`src/rtl/st_sample_source.sv`:
```
// Avalon-ST sample source: a small FIFO of producer samples feeding a registered
// readyLatency-0 output beat, with starvation marking and sticky overflow/underflow flags.
module st_sample_source #(
    parameter int DATA_WIDTH = 16,
    parameter int DEPTH      = 16
) (
    input  logic                       clk,
    input  logic                       reset,
    input  logic                       wr_en,
    input  logic [DATA_WIDTH-1:0]      wr_data,
    output logic                       wr_full,
    output logic [$clog2(DEPTH):0]     level,
    input  logic                       enable,
    input  logic                       clr_flags,
    output logic                       wr_overflow,
    output logic                       underflow,
    input  logic                       aso_ready,
    output logic                       aso_valid,
    output logic [DATA_WIDTH-1:0]      aso_data,
    output logic                       aso_error
);

    localparam int AW = $clog2(DEPTH);
    localparam int LW = AW + 1;

    typedef enum logic [1:0] {
        IDLE,
        STREAM,
        STARVED
    } state_t;

    logic [DATA_WIDTH-1:0] mem [DEPTH];
    logic [AW-1:0]         wr_ptr;
    logic [AW-1:0]         rd_ptr;
    logic [LW-1:0]         count;
    state_t                state;

    logic fifo_empty;
    logic fifo_full;
    logic reg_free;
    logic load;
    logic push;
    logic drop;
    logic starve;

    assign fifo_empty = (count == '0);
    assign fifo_full  = (count == LW'(DEPTH));
    // The output register can take a new beat if it is empty or its beat leaves this edge.
    assign reg_free   = !aso_valid || aso_ready;
    assign load       = enable && !fifo_empty && reg_free;
    // A full FIFO still accepts a write when the head is popped on the same edge.
    assign push       = wr_en && (!fifo_full || load);
    assign drop       = wr_en && !push;
    assign starve     = enable && reg_free && fifo_empty && (state == STREAM);

    assign wr_full = fifo_full;
    assign level   = count;

    always_ff @(posedge clk or posedge reset) begin
        if (reset) begin
            wr_ptr <= '0;
            rd_ptr <= '0;
            count  <= '0;
        end else begin
            if (push) wr_ptr <= wr_ptr + AW'(1);
            if (load) rd_ptr <= rd_ptr + AW'(1);
            // NOTE: the default arm keeps count explicitly so the case is complete for every input pattern.
            case ({push, load})
                2'b10:   count <= count + LW'(1);
                2'b01:   count <= count - LW'(1);
                default: count <= count;
            endcase
        end
    end

    // NOTE: the storage array has no reset; only pointers and count define what is valid.
    always_ff @(posedge clk) begin
        if (push) mem[wr_ptr] <= wr_data;
    end

    always_ff @(posedge clk or posedge reset) begin
        if (reset) begin
            state     <= IDLE;
            aso_valid <= 1'b0;
            aso_data  <= '0;
            aso_error <= 1'b0;
        end else begin
            if (load) begin
                aso_valid <= 1'b1;
                aso_data  <= mem[rd_ptr];
                aso_error <= (state == STARVED);
            end else if (aso_valid && aso_ready) begin
                aso_valid <= 1'b0;
            end

            if (!enable && reg_free)
                state <= IDLE;
            else if (load)
                state <= STREAM;
            else if (starve)
                state <= STARVED;
        end
    end

    // Set events take priority over a coincident clear.
    always_ff @(posedge clk or posedge reset) begin
        if (reset) begin
            wr_overflow <= 1'b0;
            underflow   <= 1'b0;
        end else begin
            wr_overflow <= drop   || (wr_overflow && !clr_flags);
            underflow   <= starve || (underflow && !clr_flags);
        end
    end

endmodule

```
`config.mk`:
```
export PLATFORM = sky130hd
export DESIGN_NAME = st_sample_source
export DESIGN_NICKNAME = d
export VERILOG_FILES = /design/src/rtl/st_sample_source.sv
export SDC_FILE = /design/constraint.sdc
export NUM_CORES = 1
export LEC_CHECK = 0
export CAP_MARGIN = 15
export CELL_PAD_IN_SITES_DETAIL_PLACEMENT = 0
export CELL_PAD_IN_SITES_GLOBAL_PLACEMENT = 1
export CORE_MARGIN = 2
export CORE_UTILIZATION = 53
export CTS_CLUSTER_DIAMETER = 40
export DETAILED_ROUTE_END_ITERATION = 10
export PLACE_DENSITY = 0.86
export SYNTH_ARGS = -nofsm -noshare
export SYNTH_HDL_FRONTEND = slang
export SYNTH_SLANG_ARGS = --single-unit
```
`constraint.sdc`:
```
create_clock -name clk -period 3.9 [get_ports clk]
set_input_delay 0.585 -clock clk [delete_from_list [all_inputs] [get_ports clk]]
set_output_delay 0.585 -clock clk [all_outputs]
set_load 0.1 [all_outputs]
```
# == Yosys cells after proc, flatten, opt, wreduce, memory -nomap -nowiden ==
# Memories as Yosys holds them, arrays and structs flattened. A register that Yosys moved wholly into a read port is not among the register bits.
# Cells that the tools add are included.
# word_totals
ff_bits,19
mem_bits_rw,256
input_bits,22
output_inout_bits,26
wordCells,51
n_memories,1
# classes
addsub,4
n_eq_ne,5
mux,8
n_reduce_logical,25
# memory_table
memory,depth,width,rd,rd_clocked_by_memory_dff,wr,line,rtl
mem,16,16,1,1,1,32,logic [DATA_WIDTH-1:0] mem [DEPTH];
# op_table
op,n
logical AND 1 bit,11
one-hot mux 5 bit (2 select lines),1
adder 4 x 1 -> 4 bit (second input constant),2
zero test 1 bit,6
two-way mux 2 bit,3
adder 5 x 1 -> 5 bit (second input constant),1
== test 5 bit (second input constant),1
zero test 5 bit,1
subtractor 5 x 1 -> 5 bit (second input constant),1
== test 2 x 1 -> 1 bit (second input constant),2
== test 2 bit (second input constant),2
logical OR 1 bit,4
two-way mux 1 bit,4
nonzero test 2 bit,2
nonzero test 3 bit,1

# == Depth between registers and ports, before layout ==
# Gate-level depths: netlist (run 1).
# depth
ltp_word,9
mapped_depth,14

# == Least setup slack after synthesis (run 1) ==
# Ideal clock, no wire load.
# synth_path
kind,register to register
from,"register count[2], in the netlist level[2]"
to,"register count[4], in the netlist level[4]"
setup_ns,0.126
t_arrival_ns,3.442
setup_slack_ns,0.332
path_stages_with_launch,14
cell_sequence,dfrtp_1 > buf_2 > nor4_2 > a211oi_1 > buf_2 > buf_2 > ha_1 > clkbuf_1 > xor2_1 > ha_1 > o211a_1 > o31ai_1 > a31oi_1 > xnor2_1
# synth_via
elab_chain_cells,8
word_cells_on_any_way,14
classes_between,add/sub (2); eq/ne (3); mux (1); reduce/logical (8)
# synth_rtl
element,line,rtl
start: declaration,35,logic [LW-1:0] count;
start signal: assignment,69,2'b10: count <= count + LW'(1);
start signal: assignment,70,2'b01: count <= count - LW'(1);
start signal: assignment,71,default: count <= count;
zero test 5 bit (*),46,assign fifo_empty = (count == '0);
zero test 1 bit (*),50,assign load = enable && !fifo_empty && reg_free;
logical AND 1 bit (*) (2 in series),50,
named net load,41,logic load;
logical OR 1 bit,52,assign push = wr_en && (!fifo_full || load);
logical AND 1 bit,52,
== test 2 x 1 -> 1 bit or == test 2 bit (tied branches),68,"case ({push, load})"
one-hot mux 5 bit (2 select lines) or nonzero test 2 bit (tied branches),n/a,
# Mark *: on every way through the listed nets, which the timed path passes. The rest lies on a longest branch.
# A chain may end at the register's enable or synchronous reset.

# == Worst setup path in the final report (run 1) ==
# layout_path
from,"register count[1], in the netlist level[1]"
to,"register count[4], in the netlist level[4]"
# layout_via
elab_chain_cells,8
word_cells_on_any_way,14
classes_between,add/sub (2); eq/ne (3); mux (1); reduce/logical (8)
# layout_rtl
element,line
zero test 5 bit,46
zero test 1 bit,50
logical AND 1 bit (2 in series),50
logical OR 1 bit,52
logical AND 1 bit,52
== test 2 x 1 -> 1 bit or == test 2 bit (tied branches),68
one-hot mux 5 bit (2 select lines) or nonzero test 2 bit (tied branches),n/a
# Parallel ways exist; a longest one is shown, timed or not.

==> impl_metrics.toml, run 1 <==
[route]
routed_via_density = 6.195
met1_length_um = 9663
firstDrtPassIters = 5
wl_met3_um = 1816
wl_met2_um = 12310
drt_iter0_markers = 575
drc = 0
wl_per_cell_um = 26.34
wirelength_um = 24520
vias = 5768
ant_nets = 0
highest_layer = "met4"

[final_layout]
drive_gt1_frac = 0.2759
final_cell_mix = "256 x edfxtp_1, 64 x mux4_2, 46 x clkdlybuf4s50_1"
diodes = 0
fin_nets = 661
areaGrowthSynthToFinish_pct = 18.77
stdcell_area_um2 = 13470
final_common_cell = "edfxtp_1"
finish.utilization = 0.6409

[timing]
fmax_ghz = 0.3241
relSlewSlack = 0.3002
clock_skew_ns = 0.01523
worst_slew_pin_slew_ns = 1.050
timing.final.hold_violations = 0
grt_setup_unrepaired = "false"
period_needed_ns = 3.086
setup_viol = 0
final.setup.tns_ns = 0
finalMaxSlewViolations = 0
finalCritPeriodShare = 0.7912

[clock_network]
cts_root_buffer = "clkbuf_16"
cts_htree_levels = 2
post_cts_resized = 0
postCtsHoldBufs = 0
cts_buffer_depth = 3
clk_latency_ns = 0.52
cts_setup_buffers = 0
clk_pin_slew_ns = 0.06
cts.sinks = 291
cts_made_buffers = 35
cts_tree = "yes"

[worst_setup_path]
reg2reg_setup_slack_ns = 0.81
critical_path.max_fanout = 10
end_kind = "flop"
path_class = "flop to flop"
cp_data_required_time_ns = 4.29
rr_endpoint = "level[4]$_DFFE_PP0P_"
start_kind = "flop"
rr_worst_depth = 11
reg2reg_from = "level[1]$_DFFE_PP0P_"
arrival_ns = 3.48

[logic_synthesis]
synth_top_area_cell = "edfxtp_1"
ys_seq_area_frac = 0.7549
syn_area_um2 = 11340
synth_top_area_share = 0.6777
synth.distinct_cells = 41
synth_area_leaders = "edfxtp_1 68%, mux4_2 13%, dfrtp_1 7.7%"
syn-instance-count = 554
post_synth.cell_area_avg_um2 = 20.48
yosys_warnings = 0
syn_nets = 585
ys_seq_elements = 291

[min_path]
hp-class = "primary input to asynchronous set/reset pin"

[floorplanning]
io_pins = 48
num_rows = 53
die_h_um = 150.3
die_x_um = 150.3
initial_utilization = 0.5396
core_area_um2 = 21020
die-area_um2 = 22590

[placed_design]
placed_area_um2 = 12240
routabilityCongestion = 0.7925
hpwl_um = 12840
placement.io_buffers = 47

[power_and_ir_drop]
powerDensity_nw_per_um2 = 806.2
leakage_nw = 4.481
vdd_ir_drop_max_v = 0.0008813
total_power_mw = 10.86

[global_route]
grt_usage = 0.2252
grt_pass1_wl_um = 36590
grt-ovfl-total = 0
grt_pass1_vias = 5992
antenna_found_initial = 0
grt_max_degree = 48

[job]
cap_violations = 0

[outcome]
status = "completed"
==> through the flow <==
stage               hold WS [ns]  cells  worst slack, ns
floorplan                 0.4764    554           0.3318
global placement          0.4884    867           0.5801
detailed placement        0.5017    867           0.4698
CTS                       0.5166    930           0.8261
global route              0.3387    931           0.5969
finish                    0.3159    931           0.8142
==> registers in the layout, indices dropped and copies added (netlist names), 2 cells and up <==
name and flops:
mem 256, aso_data 16, level 5, rd_ptr 4
wr_ptr 4, state 2
==> power breakdown <==
part	internal [mW]	switching, mW
Sequential	3.83	0.402
Combinational	1.31	1.98
Clock	2.06	1.28
==> worst max-delay path by stage <==
| stage | from | slack [ns] | to |
|---|---|---|---|
| floorplan | level[2]$_DFFE_PP0P_ | 0.33 | level[4]$_DFFE_PP0P_ |
| global placement | enable | 0.58 | level[4]$_DFFE_PP0P_ |
| detailed placement | enable | 0.47 | level[4]$_DFFE_PP0P_ |
| CTS | level[1]$_DFFE_PP0P_ | 0.83 | level[4]$_DFFE_PP0P_ |
| global route | level[1]$_DFFE_PP0P_ | 0.60 | level[4]$_DFFE_PP0P_ |
| finish | level[1]$_DFFE_PP0P_ | 0.81 | level[4]$_DFFE_PP0P_ |
==> layer usage <==
metal,global-route usage,vias to the layer above
li1,-,2431
met1,0.3067,3006
met2,0.3661,276
met3,0.04333,55
met4,0.08491,0
met5,0,-
==> synthesized netlist by cell type (all sizes together) <==
master and instances:
ha 9, nand2b 4, mux4 64, o2111ai 1, nor2 8, or2 1
and2 1, o31ai 1, nor3 4, xnor2 7, nor4 1, o22ai 33
clkbuf 8, and3 6, or4 1, mux2 18, nand3 6, dfrtp 35
nand2 4, and3b 1, edfxtp 256, a311oi 1, a21o 1, inv 10
a21oi 21, o21ai 5, o21bai 1, nor2b 8, o211a 1, a31o 1
buf 25, a31oi 2, a211oi 1, nand4 1, o41ai 1, xor2 4
nor3b 1, o211ai 1
==> cells by family (layout without fill, tap and decap cells) <==
group / count (synthesis) / in the layout / share of synthesized area
compound gates: 71 / 71 / 0.03960
buf+inv: 43 / 145 / 0.01864
simple gates: 47 / 47 / 0.02350
mux: 82 / 82 / 0.1449
flops: 291 / 291 / 0.7549
fa+ha+maj: 9 / 9 / 0.009927
xor+xnor: 11 / 11 / 0.008493
==> final cells by class <==
type                            instances  area, um^2
Clock inverter                         24       286.5
Inverter                               10       37.54
Fill cell                            1345        7548
Timing Repair Buffer                   72       700.7
Multi-Input combinational cell        220        2614
Clock buffer                           39       922.1
Tap cell                              275       344.1
Sequential cell                       291        8568
==> critical path: stages (launching register included) <==
cell and delay [ns]:
dfrtp_1 0.49, nor4_2 0.49, o211ai_1 0.19, and2_1 0.28, inv_1 0.11, ha_1 0.35, xor2_1 0.12, ha_1 0.24
o211a_1 0.23, o31ai_1 0.23, a31oi_1 0.10, xnor2_1 0.15
Note: power is estimated with default switching activity, not from simulation.
==> inputs of run 2 (changes only) <==
--- a/config.mk
+++ b/config.mk
@@ -9,10 +9,10 @@
 export CELL_PAD_IN_SITES_DETAIL_PLACEMENT = 0
 export CELL_PAD_IN_SITES_GLOBAL_PLACEMENT = 1
 export CORE_MARGIN = 2
-export CORE_UTILIZATION = 53
+export CORE_UTILIZATION = 48
 export CTS_CLUSTER_DIAMETER = 40
 export DETAILED_ROUTE_END_ITERATION = 10
-export PLACE_DENSITY = 0.86
+export PLACE_DENSITY = 0.82
 export SYNTH_ARGS = -nofsm -noshare
 export SYNTH_HDL_FRONTEND = slang
 export SYNTH_SLANG_ARGS = --single-unit
==> constraint.sdc (replaced) <==
create_clock -name clk -period 2.7 [get_ports clk]
set_input_delay 0.405 -clock clk [delete_from_list [all_inputs] [get_ports clk]]
set_output_delay 0.405 -clock clk [all_outputs]
set_load 0.1 [all_outputs]
==> impl_metrics.toml, run 2 (synthesized netlist as in run 1, its figures left out) <==
[floorplanning]
die_x_um = 157.7
die-area_um2 = 24880
die_h_um = 157.7
io_pins = 48
num_rows = 56
initial_utilization = 0.4862
core_area_um2 = 23330

[worst_setup_path]
start_kind = "flop"
cp_data_required_time_ns = 3.10
reg2reg_setup_slack_ns = 0.21
rr_worst_depth = 11
end_kind = "flop"
reg2reg_from = "level[2]$_DFFE_PP0P_"
path_class = "flop to flop"
rr_endpoint = "level[3]$_DFFE_PP0P_"
critical_path.max_fanout = 10
arrival_ns = 2.89

[timing]
finalCritPeriodShare = 0.9234
timing.final.hold_violations = 0
clock_skew_ns = 0.03065
setup_viol = 0
grt_setup_unrepaired = "false"
setup_slack_ns = 0.2068
fmax_ghz = 0.4011
worst_slew_pin_slew_ns = 0.9561
relSlewSlack = 0.3626
period_needed_ns = 2.493
finalMaxSlewViolations = 0

[global_route]
grt_pass1_wl_um = 37700
antenna_found_initial = 1
grt_pass1_vias = 6185
grt_usage = 0.2108
grt-ovfl-total = 0
grt_max_degree = 40

[route]
routed_via_density = 5.870
drc = 0
wl_per_cell_um = 25.02
firstDrtPassIters = 5
drt_iter0_markers = 601
vias = 5864
wirelength_um = 25000
ant_nets = 0

[clock_network]
cts_root_buffer = "clkbuf_16"
cts_made_buffers = 37
cts_htree_levels = 2
clk_latency_ns = 0.53
postCtsHoldBufs = 0
clk_pin_slew_ns = 0.06
post_cts_resized = 0
cts_tree = "yes"
cts.sinks = 291
cts_buffer_depth = 3
cts_setup_buffers = 0

[placed_design]
hpwl_um = 14270
routabilityCongestion = 0.8191
dp_slack_ns = -0.05172
placement.io_buffers = 47

[job]
cap_violations = 0

[final_layout]
fin_nets = 682
diodes = 0
final_cell_mix = "256 x edfxtp_1, 64 x mux4_2, 52 x buf_4"
drive_gt1_frac = 0.3559
largest_reg_flops = 256
nFillCells = 1632
regMostFlops = "mem"
final_common_cell = "edfxtp_1"
areaGrowthSynthToFinish_pct = 23.01

[outcome]
status = "completed"

[power_and_ir_drop]
leakage_nw = 4.705
total_power_mw = 16.25
powerDensity_nw_per_um2 = 1164
vdd_ir_drop_max_v = 0.0008399

[min_path]
hp-class = "primary input to asynchronous set/reset pin"
## run 2: cell count changes in the layout (fill, tap and decap cells not counted), moves of 6 or more
cell and delta:
buf_12 +16, buf_4 +29, clkdlybuf4s50_1 -25, dfrtp_1 -6
## run 2: worst max-delay path, cell delays in order, from the launching register on
cell	delay [ns]
dfrtp_4	0.54
nor4_4	0.33
o211ai_1	0.18
and2_1	0.21
inv_4	0.07
ha_4	0.12
buf_4	0.11
buf_4	0.14
and3b_1	0.18
o21ai_0	0.21
a21oi_1	0.10
a311oi_1	0.20
## run 2: layout make-up
| cell class | count | area (um^2) | area share |
|---|---|---|---|
| tap | 319 | 399.1 | 0.02860 |
| clock buffer | 49 | 1054 | 0.07550 |
| sequential | 291 | 8583 | 0.6151 |
| clock inverter | 19 | 265.3 | 0.01901 |
| timing repair buffer | 91 | 960.9 | 0.06887 |
| inverter | 10 | 40.04 | 0.002869 |
| multi-input combinational | 220 | 2651 | 0.1900 |
## run 2: stage by stage
stage,hold WS [ns],TNS [ns],cells,cell area (um^2),utilization
2_1_floorplan,0.4764,-0.3117,554,11450,-
3_3_place_gp,0.4913,0,931,12630,0.5415
3_5_place_dp,0.5032,-0.09302,931,12630,0.5415
4_1_cts,0.3352,0,999,13950,0.5980
5_1_grt,0.3783,0,999,13950,0.5980
6_report,0.3397,0,999,13950,0.5980
## run 2: report_power, final
part           switching, mW  leakage (nW)  internal (mW)  total, mW
clock network           1.89         0.652           3.28       5.17
registers              0.522          2.71           5.54       6.06
logic                   2.97          1.34           2.04       5.01
total                   5.39          4.70           10.9       16.2
## run 2: layer usage
layer / track usage / up-vias / wire [um]
met2: 0.3588 / 267 / 12680
met5: 0 / - / 13
met1: 0.2756 / 3059 / 9886
li1: - / 2487 / -
met3: 0.04298 / 49 / 1853
met4: 0.06537 / 2 / 562
## run 2: worst max path at each step
stage,startpoint,to,slack (ns),cells past startpoint
2_1_floorplan,level[2]$_DFFE_PP0P_,level[4]$_DFFE_PP0P_,-0.20,14
3_3_place_gp,aso_ready,level[4]$_DFFE_PP0P_,0.02,12
3_5_place_dp,aso_ready,level[2]$_DFFE_PP0P_,-0.05,13
4_1_cts,level[2]$_DFFE_PP0P_,level[3]$_DFFE_PP0P_,0.19,11
5_1_grt,level[2]$_DFFE_PP0P_,level[3]$_DFFE_PP0P_,0.09,10
6_report,level[2]$_DFFE_PP0P_,level[3]$_DFFE_PP0P_,0.21,11
==> inputs of run 3 (changes only) <==
--- a/config.mk
+++ b/config.mk
@@ -8,10 +8,10 @@
 export CAP_MARGIN = 15
 export CELL_PAD_IN_SITES_DETAIL_PLACEMENT = 0
 export CELL_PAD_IN_SITES_GLOBAL_PLACEMENT = 1
-export CORE_MARGIN = 2
 export CORE_UTILIZATION = 48
 export CTS_CLUSTER_DIAMETER = 40
 export DETAILED_ROUTE_END_ITERATION = 10
+export HOLD_SLACK_MARGIN = 0.12
 export PLACE_DENSITY = 0.82
 export SYNTH_ARGS = -nofsm -noshare
 export SYNTH_HDL_FRONTEND = slang
==> impl_metrics.toml, run 3 (synthesized netlist as in run 1, its figures left out) <==
[floorplanning]
die_h_um = 155.7
core_area_um2 = 22920
die-area_um2 = 24250
io_pins = 48
die_x_um = 155.7
num_rows = 55
initial_utilization = 0.4950

[worst_setup_path]
start_kind = "flop"
critical_path.max_fanout = 10
arrival_ns = 2.89
path_class = "flop to flop"
cp_data_required_time_ns = 3.09
end_kind = "flop"

[clock_network]
clk_pin_slew_ns = 0.06
cts_htree_levels = 2
clk_latency_ns = 0.52
post_cts_resized = 0
postCtsHoldBufs = 0
cts_setup_buffers = 0
cts_root_buffer = "clkbuf_16"
cts.sinks = 291
cts_made_buffers = 36
cts_tree = "yes"
cts_buffer_depth = 3

[job]
cap_violations = 0

[final_layout]
stdcell_area_um2 = 13790
areaGrowthSynthToFinish_pct = 21.61
fin_nets = 677
drive_gt1_frac = 0.3427
nFillCells = 1633
largest_reg_flops = 256
finish.utilization = 0.6020
diodes = 0
final_cell_mix = "256 x edfxtp_1, 64 x mux4_2, 47 x buf_4"
regMostFlops = "mem"
final_common_cell = "edfxtp_1"

[route]
drc = 0
vias = 5813
drt_iter0_markers = 445
firstDrtPassIters = 4
ant_nets = 0
wirelength_um = 24030
routed_via_density = 5.890
wl_per_cell_um = 24.34

[global_route]
grt_max_degree = 40
grt_pass1_wl_um = 36670
antenna_found_initial = 0
grt_usage = 0.2103
grt-ovfl-total = 0
grt_pass1_vias = 6032

[min_path]
hp-class = "primary input to asynchronous set/reset pin"

[timing]
finalCritPeriodShare = 0.9269
setup_slack_ns = 0.1974
finalMaxSlewViolations = 0
setup_viol = 0
period_needed_ns = 2.503
timing.final.hold_violations = 0
worst_slew_pin_slew_ns = 0.6773
clock_skew_ns = 0.01771
grt_setup_unrepaired = "false"
relSlewSlack = 0.5483
fmax_ghz = 0.3996

[placed_design]
dp_slack_ns = -0.04875
hpwl_um = 14120
placed_area_um2 = 12610
placement.io_buffers = 47
routabilityCongestion = 0.7797

[power_and_ir_drop]
leakage_nw = 4.611
vdd_ir_drop_max_v = 0.001006
powerDensity_nw_per_um2 = 1144
total_power_mw = 15.77

[outcome]
status = "completed"
==> run 3: metrics by stage <==
step	setup TNS (ns)	hold WS [ns]	instances
after detailed placement	-0.07530	0.5001	921
after global placement	0	0.4780	921
after CTS	0	0.3514	987
final	0	0.3461	987
after global routing	0	0.3990	987
after floorplan	-0.3117	0.4764	554
==> run 3: critical path, stage by stage (launching register included) <==
cell and delay [ns]:
dfrtp_4 0.53, nor4_4 0.34, o211ai_1 0.17, and2_1 0.21
inv_4 0.07, ha_4 0.13, xor2_1 0.07, ha_2 0.18
o211a_1 0.23, o31ai_1 0.23, a31oi_1 0.09, xnor2_1 0.13
==> run 3: area by class of cell <==
class	count	area, um^2	share of cell area
clock inverters	19	221.5	0.01605
clock buffers	47	963.4	0.06984
well taps	313	391.6	0.02839
repair buffers	87	943.4	0.06839
inverters	10	40.04	0.002902
multi-input cells	220	2651	0.1922
flip-flops and latches	291	8583	0.6222
==> run 3: where the power goes <==
group	switching, mW	internal [mW]
Sequential	0.540	5.54
Combinational	2.94	2.03
Clock	1.86	2.86
Total	5.34	10.4
==> run 3: final timing paths <==
kind,startpoint,endpoint,slack [ns],depth (start not counted)
setup / recovery,level[2]$_DFFE_PP0P_,level[4]$_DFFE_PP0P_,0.20,11
hold / removal,reset,aso_data[8]$_DFFE_PP0P_,0.35,3
setup reg to reg,level[2]$_DFFE_PP0P_,level[4]$_DFFE_PP0P_,0.20,11
hold reg to reg,underflow$_DFF_PP0_,underflow$_DFF_PP0_,0.51,2
max in group asynchronous,reset,aso_valid$_DFFE_PP0P_,1.95,3
min in group clk,clr_flags,wr_overflow$_DFF_PP0_,0.51,2
==> run 3: metal layers <==
metal | wire, um | GRT usage | vias up
li1 | - | - | 2479
met1 | 9768 | 0.2751 | 3062
met2 | 12150 | 0.3549 | 222
met3 | 1492 | 0.04028 | 50
met4 | 618 | 0.07330 | 0
met5 | 0 | 0 | -
